**src/rtl/apb_uart_pkg.sv**
```systemverilog
// Shared definitions for the APB UART: register map, status/control
// bit positions, TX/RX state encodings and a parity helper.
package apb_uart_pkg;

    localparam logic [2:0] REG_DATA = 3'd0;
    localparam logic [2:0] REG_STAT = 3'd1;
    localparam logic [2:0] REG_CTRL = 3'd2;
    localparam logic [2:0] REG_BAUD = 3'd3;
    localparam logic [2:0] REG_IEN  = 3'd4;
    localparam logic [2:0] REG_LVL  = 3'd5;

    localparam int ST_TX_FULL  = 0;
    localparam int ST_TX_EMPTY = 1;
    localparam int ST_RX_EMPTY = 2;
    localparam int ST_RX_FULL  = 3;
    localparam int ST_RX_OVF   = 4;
    localparam int ST_FRAME    = 5;
    localparam int ST_PARITY   = 6;
    localparam int ST_TX_OVF   = 7;
    localparam int ST_TX_BUSY  = 8;

    localparam int CT_PAR_EN = 0;
    localparam int CT_ODD    = 1;
    localparam int CT_TX_EN  = 2;
    localparam int CT_RX_EN  = 3;

    localparam int IE_RXNE = 0;
    localparam int IE_TXE  = 1;
    localparam int IE_ERR  = 2;

    typedef enum logic [2:0] {
        TX_IDLE, TX_START, TX_DATA, TX_PARITY, TX_STOP
    } tx_state_t;

    typedef enum logic [2:0] {
        RX_IDLE, RX_START, RX_DATA, RX_PARITY, RX_STOP
    } rx_state_t;

    // Parity bit to transmit: even parity when odd=0, odd parity when odd=1.
    function automatic logic parity_bit(input logic [7:0] d, input logic odd);
        return (^d) ^ odd;
    endfunction

endpackage

```
**src/rtl/uart_sync_fifo.sv**
```systemverilog
// Synchronous FIFO with registered pointers and an occupancy count.
// Ports: clk/rst, push+din, pop, head (current entry), full, empty, count.
module uart_sync_fifo #(
    parameter int WIDTH = 8,
    parameter int DEPTH = 16
) (
    input  logic                     clk,
    input  logic                     rst,
    input  logic                     push,
    input  logic [WIDTH-1:0]         din,
    input  logic                     pop,
    output logic [WIDTH-1:0]         head,
    output logic                     full,
    output logic                     empty,
    output logic [$clog2(DEPTH):0]   count
);

    localparam int AW = $clog2(DEPTH);
    localparam logic [AW-1:0] ONE = 1;
    localparam logic [AW:0] FULL_CNT = (AW+1)'(DEPTH);

    logic [WIDTH-1:0] mem [DEPTH];
    logic [AW-1:0]    wptr;
    logic [AW-1:0]    rptr;
    logic             do_push;
    logic             do_pop;

    // A pop frees a slot in the same cycle, so push into a full FIFO
    // still succeeds when it coincides with a pop.
    assign do_pop  = pop & ~empty;
    assign do_push = push & (~full | do_pop);
    assign full    = (count == FULL_CNT);
    assign empty   = (count == '0);
    assign head    = mem[rptr];

    always_ff @(posedge clk) begin
        if (rst) begin
            wptr  <= '0;
            rptr  <= '0;
            count <= '0;
        end else begin
            if (do_push) wptr <= wptr + ONE;
            if (do_pop)  rptr <= rptr + ONE;
            unique case ({do_push, do_pop})
                2'b10:   count <= count + 1'b1;
                2'b01:   count <= count - 1'b1;
                default: count <= count;
            endcase
        end
    end

    always_ff @(posedge clk) begin
        if (do_push) mem[wptr] <= din;
    end

endmodule

```
**src/rtl/apb_uart_fifo.sv**
```systemverilog
// APB3 UART with TX/RX FIFOs, 16x oversampling, sticky errors and IRQ.
// Ports: APB3 slave (PCLK, PRESET sync high), serial RX/TX, registered IRQ.
module apb_uart_fifo
    import apb_uart_pkg::*;
#(
    parameter int FIFO_DEPTH = 16,
    parameter int BAUD_WIDTH = 16,
    parameter logic [BAUD_WIDTH-1:0] RST_BAUD = '0
) (
    input  logic        PCLK,
    input  logic        PRESET,
    input  logic [4:0]  PADDR,
    input  logic        PSEL,
    input  logic        PENABLE,
    input  logic        PWRITE,
    input  logic [31:0] PWDATA,
    output logic [31:0] PRDATA,
    output logic        PREADY,
    output logic        PSLVERR,
    input  logic        RX,
    output logic        TX,
    output logic        IRQ
);

    localparam int CW = $clog2(FIFO_DEPTH) + 1;

    logic [3:0]            ctrl;
    logic [BAUD_WIDTH-1:0] baud;
    logic [2:0]            ien;
    // {tx_ovf, parity_err, frame_err, rx_ovf} = STAT[7:4]
    logic [3:0]            sticky;

    logic       acc, wr, rd;
    logic [2:0] ra;
    logic       unused_ok;

    assign acc = PSEL & PENABLE;
    assign wr  = acc & PWRITE;
    assign rd  = acc & ~PWRITE;
    assign ra  = PADDR[4:2];
    assign PREADY  = 1'b1;
    assign PSLVERR = acc & (ra[2:1] == 2'b11);
    assign unused_ok = ^{PADDR[1:0], PWDATA};

    logic          tx_push, tx_pop, tx_full, tx_empty;
    logic [7:0]    tx_head;
    logic [CW-1:0] tx_cnt;
    logic          rx_push, rx_pop, rx_full, rx_empty;
    logic [7:0]    rx_head;
    logic [CW-1:0] rx_cnt;
    logic [7:0]    rx_sh;

    assign tx_push = wr & (ra == REG_DATA);
    assign rx_pop  = rd & (ra == REG_DATA);

    uart_sync_fifo #(.WIDTH(8), .DEPTH(FIFO_DEPTH)) u_tx_fifo (
        .clk(PCLK), .rst(PRESET), .push(tx_push), .din(PWDATA[7:0]),
        .pop(tx_pop), .head(tx_head), .full(tx_full),
        .empty(tx_empty), .count(tx_cnt)
    );

    uart_sync_fifo #(.WIDTH(8), .DEPTH(FIFO_DEPTH)) u_rx_fifo (
        .clk(PCLK), .rst(PRESET), .push(rx_push), .din(rx_sh),
        .pop(rx_pop), .head(rx_head), .full(rx_full),
        .empty(rx_empty), .count(rx_cnt)
    );

    // Baud divider; the limit is reloaded only at wrap so a BAUD write
    // never shortens or stretches the count in progress.
    logic [BAUD_WIDTH-1:0] div_cnt, div_lim;
    logic                  tick;
    assign tick = (div_cnt == div_lim);

    always_ff @(posedge PCLK) begin
        if (PRESET) begin
            div_cnt <= '0;
            div_lim <= RST_BAUD;
        end else if (tick) begin
            div_cnt <= '0;
            div_lim <= baud;
        end else begin
            div_cnt <= div_cnt + 1'b1;
        end
    end

    // Transmitter
    tx_state_t  tx_st;
    logic [3:0] tx_tcnt;
    logic [2:0] tx_bit;
    logic [7:0] tx_sh;
    logic       tx_par, tx_pen, tx_q, tx_bit_end;

    assign tx_bit_end = tick & (tx_tcnt == 4'd15);
    assign tx_pop = ((tx_st == TX_IDLE) | ((tx_st == TX_STOP) & tx_bit_end))
                    & ctrl[CT_TX_EN] & ~tx_empty;
    assign TX = tx_q;

    always_ff @(posedge PCLK) begin
        if (PRESET) begin
            tx_st   <= TX_IDLE;
            tx_q    <= 1'b1;
            tx_tcnt <= '0;
            tx_bit  <= '0;
            tx_sh   <= '0;
            tx_par  <= 1'b0;
            tx_pen  <= 1'b0;
        end else if (tx_pop) begin
            tx_st   <= TX_START;
            tx_q    <= 1'b0;
            tx_tcnt <= '0;
            tx_bit  <= '0;
            tx_sh   <= tx_head;
            tx_par  <= parity_bit(tx_head, ctrl[CT_ODD]);
            tx_pen  <= ctrl[CT_PAR_EN];
        end else begin
            // 4-bit tick counter wraps to 0 at each bit boundary
            if (tick && tx_st != TX_IDLE) tx_tcnt <= tx_tcnt + 4'd1;
            unique case (tx_st)
                TX_IDLE: ;
                TX_START: if (tx_bit_end) begin
                    tx_st <= TX_DATA;
                    tx_q  <= tx_sh[0];
                end
                TX_DATA: if (tx_bit_end) begin
                    if (tx_bit == 3'd7) begin
                        tx_st <= tx_pen ? TX_PARITY : TX_STOP;
                        tx_q  <= tx_pen ? tx_par : 1'b1;
                    end else begin
                        tx_bit <= tx_bit + 3'd1;
                        tx_sh  <= tx_sh >> 1;
                        tx_q   <= tx_sh[1];
                    end
                end
                TX_PARITY: if (tx_bit_end) begin
                    tx_st <= TX_STOP;
                    tx_q  <= 1'b1;
                end
                TX_STOP: if (tx_bit_end) tx_st <= TX_IDLE;
                default: tx_st <= TX_IDLE;
            endcase
        end
    end

    // Receiver
    logic       rx_s1, rx_s2, rx_d, rx_fall;
    rx_state_t  rx_st;
    logic [3:0] rx_tcnt;
    logic [2:0] rx_bit;
    logic       rx_pen, rx_odd, rx_bit_end;
    logic       rx_ovf_set, frame_set, par_set, tx_ovf_set;

    assign rx_fall    = rx_d & ~rx_s2;
    assign rx_bit_end = tick & (rx_tcnt == 4'd15);
    assign rx_push    = (rx_st == RX_STOP) & rx_bit_end & rx_s2;
    assign frame_set  = (rx_st == RX_STOP) & rx_bit_end & ~rx_s2;
    assign par_set    = (rx_st == RX_PARITY) & rx_bit_end
                        & (parity_bit(rx_sh, rx_odd) != rx_s2);
    assign rx_ovf_set = rx_push & rx_full & ~rx_pop;
    assign tx_ovf_set = tx_push & tx_full & ~tx_pop;

    always_ff @(posedge PCLK) begin
        if (PRESET) begin
            rx_s1 <= 1'b1;
            rx_s2 <= 1'b1;
            rx_d  <= 1'b1;
        end else begin
            rx_s1 <= RX;
            rx_s2 <= rx_s1;
            rx_d  <= rx_s2;
        end
    end

    always_ff @(posedge PCLK) begin
        if (PRESET) begin
            rx_st   <= RX_IDLE;
            rx_tcnt <= '0;
            rx_bit  <= '0;
            rx_sh   <= '0;
            rx_pen  <= 1'b0;
            rx_odd  <= 1'b0;
        end else begin
            unique case (rx_st)
                RX_IDLE: if (ctrl[CT_RX_EN] & rx_fall) begin
                    rx_st   <= RX_START;
                    rx_tcnt <= '0;
                    rx_bit  <= '0;
                    rx_pen  <= ctrl[CT_PAR_EN];
                    rx_odd  <= ctrl[CT_ODD];
                end
                // Mid start bit: a line already high again was a glitch
                RX_START: if (tick) begin
                    if (rx_tcnt == 4'd7) begin
                        rx_st   <= rx_s2 ? RX_IDLE : RX_DATA;
                        rx_tcnt <= '0;
                    end else begin
                        rx_tcnt <= rx_tcnt + 4'd1;
                    end
                end
                RX_DATA: begin
                    if (tick) rx_tcnt <= rx_tcnt + 4'd1;
                    if (rx_bit_end) begin
                        rx_sh <= {rx_s2, rx_sh[7:1]};
                        if (rx_bit == 3'd7)
                            rx_st <= rx_pen ? RX_PARITY : RX_STOP;
                        else
                            rx_bit <= rx_bit + 3'd1;
                    end
                end
                RX_PARITY: begin
                    if (tick) rx_tcnt <= rx_tcnt + 4'd1;
                    if (rx_bit_end) rx_st <= RX_STOP;
                end
                RX_STOP: begin
                    if (tick) rx_tcnt <= rx_tcnt + 4'd1;
                    if (rx_bit_end) rx_st <= RX_IDLE;
                end
                default: rx_st <= RX_IDLE;
            endcase
        end
    end

    // Registers, W1C sticky flags (a new event wins over a clear) and IRQ
    logic [3:0] st_clr;
    assign st_clr = (wr && ra == REG_STAT) ? PWDATA[7:4] : 4'b0;

    always_ff @(posedge PCLK) begin
        if (PRESET) begin
            ctrl   <= '0;
            baud   <= RST_BAUD;
            ien    <= '0;
            sticky <= '0;
            IRQ    <= 1'b0;
        end else begin
            sticky <= (sticky & ~st_clr)
                      | {tx_ovf_set, par_set, frame_set, rx_ovf_set};
            IRQ <= |(ien & {|sticky, tx_empty, ~rx_empty});
            if (wr) begin
                unique case (1'b1)
                    ra == REG_CTRL: ctrl <= PWDATA[3:0];
                    ra == REG_BAUD: baud <= PWDATA[BAUD_WIDTH-1:0];
                    ra == REG_IEN:  ien  <= PWDATA[2:0];
                    default: ;
                endcase
            end
        end
    end

    logic [8:0] stat_w;
    assign stat_w = {tx_st != TX_IDLE, sticky,
                     rx_full, rx_empty, tx_empty, tx_full};

    always_comb begin
        PRDATA = '0;
        if (rd) begin
            unique case (1'b1)
                ra == REG_DATA: PRDATA = rx_empty ? 32'd0 : {24'd0, rx_head};
                ra == REG_STAT: PRDATA = {23'd0, stat_w};
                ra == REG_CTRL: PRDATA = {28'd0, ctrl};
                ra == REG_BAUD: PRDATA = 32'(baud);
                ra == REG_IEN:  PRDATA = {29'd0, ien};
                ra == REG_LVL:  PRDATA = {7'd0, 9'(rx_cnt), 7'd0, 9'(tx_cnt)};
                default:        PRDATA = '0;
            endcase
        end
    end

endmodule

```
**config.mk**
```make
export PLATFORM = sky130hd
export DESIGN_NAME = apb_uart_fifo
export DESIGN_NICKNAME = d
export VERILOG_FILES = /design/src/rtl/apb_uart_pkg.sv /design/src/rtl/uart_sync_fifo.sv /design/src/rtl/apb_uart_fifo.sv
export SDC_FILE = /design/constraint.sdc
export NUM_CORES = 1
export LEC_CHECK = 0
export ABC_AREA = 1
export CAP_MARGIN = 20
export CORE_ASPECT_RATIO = 0.9
export CORE_MARGIN = 5
export CORE_UTILIZATION = 50
export CTS_CLUSTER_DIAMETER = 60
export DETAILED_ROUTE_END_ITERATION = 8
export PLACE_DENSITY_LB_ADDON = 0.08
export SLEW_MARGIN = 20
export SYNTH_ARGS = -nofsm -noshare
export SYNTH_HDL_FRONTEND = slang
export SYNTH_SLANG_ARGS = --single-unit
```
**constraint.sdc**
```tcl
create_clock -name PCLK -period 2.8 [get_ports PCLK]
set_input_delay 0.42 -clock PCLK [delete_from_list [all_inputs] [get_ports PCLK]]
set_output_delay 0.42 -clock PCLK [all_outputs]
set_load 0.01 [all_outputs]
```
---- Word level (Yosys, flattened, before mapping) ----
Memories as Yosys holds them, arrays and structs flattened. A register that Yosys moved wholly into a read port is not among the register bits.
Index checks and enable logic that the tools add are counted.
Widths: inputs -> output; s select.
storage, ports and cells
  bits in registers ....................... 130
  RAM bits ................................ 256
  input port bits ......................... 43
  output and inout bits ................... 36
  logic and storage cells ................. 225
  memories ................................ 2
operators by class
  add/sub/neg operators ................... 13
  equal/unequal tests ..................... 48
  multiplexer cells ....................... 52
  bitwise operators ....................... 45
  reductions and logical operators ........ 35
memory list
  memory         depth  width  rd ports  clocked after memory_dff  write ports  line                  source
  u_rx_fifo.mem  16     8      1         1                         1            uart_sync_fifo.sv:22  logic [WIDTH-1:0] mem [DEPTH];
  u_tx_fifo.mem  16     8      1         1                         1            uart_sync_fifo.sv:22
operators by type and width
  operator               count
  $pmux 21 s6            1
  $mux 3                 17
  $mux 8                 5
  $mux 4                 9
  $ne 2x2->1 const B     15
  $pmux 3 s5             2
  $and 1x1->1            26
  $add 4x1->4 const B    6
  $mux 21                1
  $pmux 5 s2             2
  $eq 3x2->1 const B     6
  $eq 3x3->1 const B     6
  $add 16x1->16 const B  1
  $eq 16x16->1           1
  $reduce_xor 8->1       2
  $ne 3x3->1 const B     5
  $pmux 4 s3             1
  $reduce_and 4->1       3
  $reduce_and 6->1       2
  $mux 1                 11
  $add 5x1->5 const B    2
  $eq 5x5->1 const B     2
  $logic_not 5->1        2
  $not 1->1              10
  29 further kinds       55

---- Longest topological paths before layout ----
Gate-level depths: netlist (run 1).
  depth after elaboration ................. 11
  mapped depth ............................ 20
  depth with buffers taken out ............ 20

---- Cells and area by module ----
A second synthesis (run 1) with hierarchy kept.
unflattened totals
  cell total of the unflattened synthesis .. 1891
  area, all modules ....................... 17793.3 um2
by module, submodules not included
  module                      instances  cells an instance  area each (um2)  sequential area each (um2)
  uart_sync_fifo (u_rx_fifo)  1          539                6159.7           4184.0
  uart_sync_fifo (u_tx_fifo)  1          536                6149.6           4184.0
  apb_uart_fifo               1          816                5484.0           2082.0

---- Least setup slack after synthesis (run 1) ----
Ideal clock, no wire load.
  path type ............................... register to register
  from .................................... register div_cnt[0]
  to ...................................... register u_rx_fifo.count[4]
  arrival ................................. 2.305 ns
  data required time ...................... 2.685 ns
  path slack .............................. 0.380 ns
  cell stages (with the launch flop) ...... 21
  buffers on the path ..................... 0
  period minus slack after synthesis ...... 2.420 ns
  path through ............................ dfxtp_1 > inv_1 > nand2_1 > nand2_1 > nor2_1 > nand3_1 > nor2_2 > nand3_2 > nor2_2 > nand2_2 > nand2_2 > inv_1 > ha_1 > nand2_1 > nor2_1 > a211oi_1 > nand2_1 > nand2_1 > nand3_1 > nand2_1 > nor2_1
on the way
  word-level cells in the longest chain between the ends .. 7
  elaborated cells between the ends (all ways) .. 9
  those cells by class .................... 3 x eq/ne; 1 x mux; 4 x bitwise; 1 x reduce/logical
ends and longest elaborated chain
  element                                          line                  source
  start: declaration                               apb_uart_fifo.sv:70   logic [BAUD_WIDTH-1:0] div_cnt, div_lim;
  start signal: assignment                         apb_uart_fifo.sv:82   div_cnt <= div_cnt + 1'b1;
  $eq 16x16->1 *                                   apb_uart_fifo.sv:72   assign tick = (div_cnt == div_lim);
  $and 1x1->1 *                                    apb_uart_fifo.sv:153  assign rx_bit_end = tick & (rx_tcnt == 4'd15);
  $and 1x1->1 * (2 in series)                      apb_uart_fifo.sv:154  assign rx_push = (rx_st == RX_STOP) & rx_bit_end & rx_s2;
  $and 1x1->1 *                                    uart_sync_fifo.sv:31  assign do_push = push & (~full | do_pop);
  $eq 2x1->1 or $eq 2x2->1 (tied branches)         uart_sync_fifo.sv:44  unique case ({do_push, do_pop})
  $pmux 5 s2 or $reduce_bool 2->1 (tied branches)  n/a
  end signal: assignment                           uart_sync_fifo.sv:45  2'b10: count <= count + 1'b1;
  end signal: assignment                           uart_sync_fifo.sv:46  2'b01: count <= count - 1'b1;
  end signal: assignment                           uart_sync_fifo.sv:47  default: count <= count;
  end: declaration                                 uart_sync_fifo.sv:15  output logic [$clog2(DEPTH):0] count
Every way passes the cells marked *; elsewhere a longest branch is shown, timed or not.
A chain may end at the register's enable or synchronous reset.

==> results.md, run 1 <==
* Number of antenna violations at the first check in global routing at 0
* CP arrival at 2.35 ns
* Buffering stage count on the worst path with inverters included at 2
* Critical-path top delay cell: sky130_fd_sc_hd__dfxtp_4
* Count of warnings emitted by yosys at 0
* Relative slew margins at 0.392
* Violation count after the first detailed-route iteration at 949
* Detailed-route vias per instance at 5.28
* Reg-to-reg endpoint: u_tx_fifo.count[4]
* Most used flip-flop cell after synthesis: sky130_fd_sc_hd__edfxtp_1
* GRT overflow at 0
* Max Clock Freq at 0.361 GHz
* Critical path start-end classification: reg -> out
* Startpoint class of the critical path: flip-flop
* Clock latency at the later pin of the worst-skew pair at 0.53 ns
* Number of global-route vias before repair at 12600
* Pin count of the biggest net entering global routing at 40
* Portion of the post-synthesis area used by sequential elements at 0.605
* Worst Min Path Start: rx_s1
* Critical path peak fanout at 30
* Layout overhead on the synthesized area at 20.0%
* Global-route wire length before repair at 68300 um
* DRC viols at 0
* Initial core utilization at 0.508
* Root buffer cell: sky130_fd_sc_hd__clkbuf_16
* Post-Layout Inst Area at 0.0207 mm2
* Unrepaired setup endpoints after global routing: true
* Number of levels in the clock H-tree at 2
* Hold Crit Depth at 1
* Peak ir drop on the vdd network at 0.542 mV
* Diodes inserted at 0
* Maximum buffer depth of the clock tree at 3
* End point of the worst hold path: rx_s2
* Critical Path Sink Type: output pin
* Category of cells accounting for the largest share of critical-path delay: compound AO/OA/AOI/OAI gates
* Leakage power at 0.00850 uW
* Vert. Die Dim at 186 um
* Vias post-DR at 13100
* IO Pins at 79
* Critical path required time at 2.38 ns
* Core occupancy in the finished layout at 0.609
* Cell area reported after detailed placement at 0.0190 mm2
* Cells after synthesis at 1841
* Most common library cell in the layout ignoring fill and taps: sky130_fd_sc_hd__nand2_1
* Final setup violation count at 0
* Aggregate global-route resource usage at 0.223
* Areal power density over the cells at 656 mW/mm2
* Number of nets with antenna violations after detailed routing at 0
* Total of flip-flops plus latches after synthesis at 394
* Final Critical Period at 2.77 ns
* Fin crit share at 0.989
* Post-synthesis cell area at 0.0173 mm2
* Number of buffers created by CTS at 42
* Filler Cell Count at 2923
* R2R setup slack at 0.15 ns
* Number of nets at the end of the flow at 2060
* Final max-slew violation count at 0
* Total wire length at 43500 um
* Average wire per standard cell at 17.5 um
* Worst Reg-to-Reg Cells at 18
* Most frequent cells in the layout: sky130_fd_sc_hd__nand2_1 (356), sky130_fd_sc_hd__nor2_1 (299), sky130_fd_sc_hd__edfxtp_1 (256), sky130_fd_sc_hd__inv_1 (154), sky130_fd_sc_hd__o21ai_0 (147)
* Std cell rows at 64
* Number of search-and-repair iterations in the first detailed-routing pass at 5
* Worst Clk Skew at 0.00995 ns
* Number of distinct library cell variants in the gate-level netlist after synthesis at 53
* Core region area at 0.0340 mm2
* Syn_area_per_cell at 9.39 um2
* Critical path cell sequence: buf_12 > o21ai_0 > o221ai_1 > o21ai_1 > nand2_1 > nand3_1 > a21oi_2 > buf_2
* Clock edge transition at the registers on the reported setup and hold paths at 0.06 ns
* Class of the tightest hold or removal check: reg -> reg
* Total number of clock tree sinks at 394
* Worst reg2reg path startpoint: div_cnt[8]
* Max-cap violations at 0
* WP depth at 8
* Number of enable flip-flop cells after synthesis at 256
* Overall die area at 0.0384 mm2
* Final estimated routing congestion in global placement at 0.913
* CTS tree: done
* Port Buffer Count at 48
* Slew at the pin closest to its max-slew limit at 0.909 ns
* Share of cells above drive strength 1 at 0.139
* Hold Violations, Final at 0
* Die X-Extent at 206 um
* Status: complete, no violations
* Fraction of synthesis flops using an asynchronous set or reset pin at 0
* Delay of the slowest cell on the worst path at 0.46 ns
* Post-detailed-placement half-perimeter wirelength at 28500 um
[metal layers]
metal | up-vias | track usage | wire [um]
met5 | - | 0 | 0
met4 | 0 | 0.0624 | 1090
met3 | 68 | 0.0378 | 2730
met2 | 368 | 0.340 | 19400
met1 | 6249 | 0.331 | 20200
li1 | 6464 | - | -
[layout make-up]
cell class | instances | area (um2) | area share
tap | 462 | 578 | 0.0279
multi-input combinational | 1210 | 6060 | 0.292
clock inverter | 18 | 134 | 0.00646
clock buffer | 60 | 1230 | 0.0594
inverter | 167 | 638 | 0.0308
sequential | 394 | 10500 | 0.505
timing repair buffer | 177 | 1640 | 0.0789
[cell families after synthesis]
logic type      share of synthesized area
compound gates                     0.0947
xor+xnor                           0.0177
fa+ha+maj                          0.0190
buf+inv                            0.0591
flops                               0.605
other cells                      0.000435
simple gates                        0.205
[flip-flops by register name (all words and copies together) (netlist names), 5 cells and up, named ones only]
name	flops
baud	16
div_cnt	16
div_lim	16
rx_sh	8
tx_sh	8
u_rx_fifo.count	5
u_rx_fifo.mem	128
u_tx_fifo.count	5
u_tx_fifo.mem	128
[how the worst max path moves through the flow]
stage | slack (ns) | end
after floorplan | 0.38 | u_rx_fifo.count[4]
after global placement | -0.08 | PRDATA[0]
after detailed placement | -0.11 | PRDATA[0]
after CTS | -0.05 | PRDATA[1]
after global routing | -0.1 | u_tx_fifo.count[4]
final | 0.03 | PRDATA[7]
[through the flow]
| stage | cells | hold slack (ns) | setup slack, ns | TNS (ns) | power [uW] |
|---|---|---|---|---|---|
| floorplan | 1851 | 0.389 | 0.380 | 0 | 7670 |
| global placement | 2401 | 0.391 | -0.0825 | -0.492 | 8170 |
| detailed placement | 2401 | 0.396 | -0.113 | -0.659 | 8210 |
| CTS | 2482 | 0.409 | -0.0461 | -0.0631 | 13700 |
| global route | 2488 | 0.427 | -0.0985 | -0.392 | 14200 |
| finish | 2488 | 0.408 | 0.0312 | 0 | 13600 |
[Yosys cell counts, drive strengths merged (10+ instances only)]
master,number,share of area
a21oi,71,0.021
buf,37,0.013
clkbuf,43,0.0094
dfxtp,138,0.16
edfxtp,256,0.44
ha,23,0.017
inv,164,0.036
nand2,366,0.081
nand3,120,0.036
nor2,308,0.070
nor3,22,0.0083
o21ai,166,0.048
o221ai,15,0.0076
o22ai,15,0.0054
or2,10,0.0036
xnor2,17,0.0086
xor2,18,0.0091
[report_power, final]
| part | switching [uW] | leakage [uW] | total (uW) | internal [uW] |
|---|---|---|---|---|
| combinational | 1080 | 0.00410 | 1690 | 605 |
| clock | 2230 | 0.000675 | 5470 | 3240 |
| sequential | 131 | 0.00372 | 6450 | 6320 |
| total | 3440 | 0.00850 | 13600 | 10200 |
[timing repair]
action	in CTS	in global routing
endpoints found under the hold margin	0	0
setup endpoints to repair	8	16
gates cloned	2	2
pin swaps	11	21
hold buffers	0	0
buffers inserted	1	5
resized for setup	68	44
Power figures use the tool's default switching activity.
==> run 2: changes to the inputs <==
ABC_CLOCK_PERIOD_IN_PS = 2800   (was default)
==> results of run 2 <==
Final layout, timing and power as in run 1 (identical DEF).
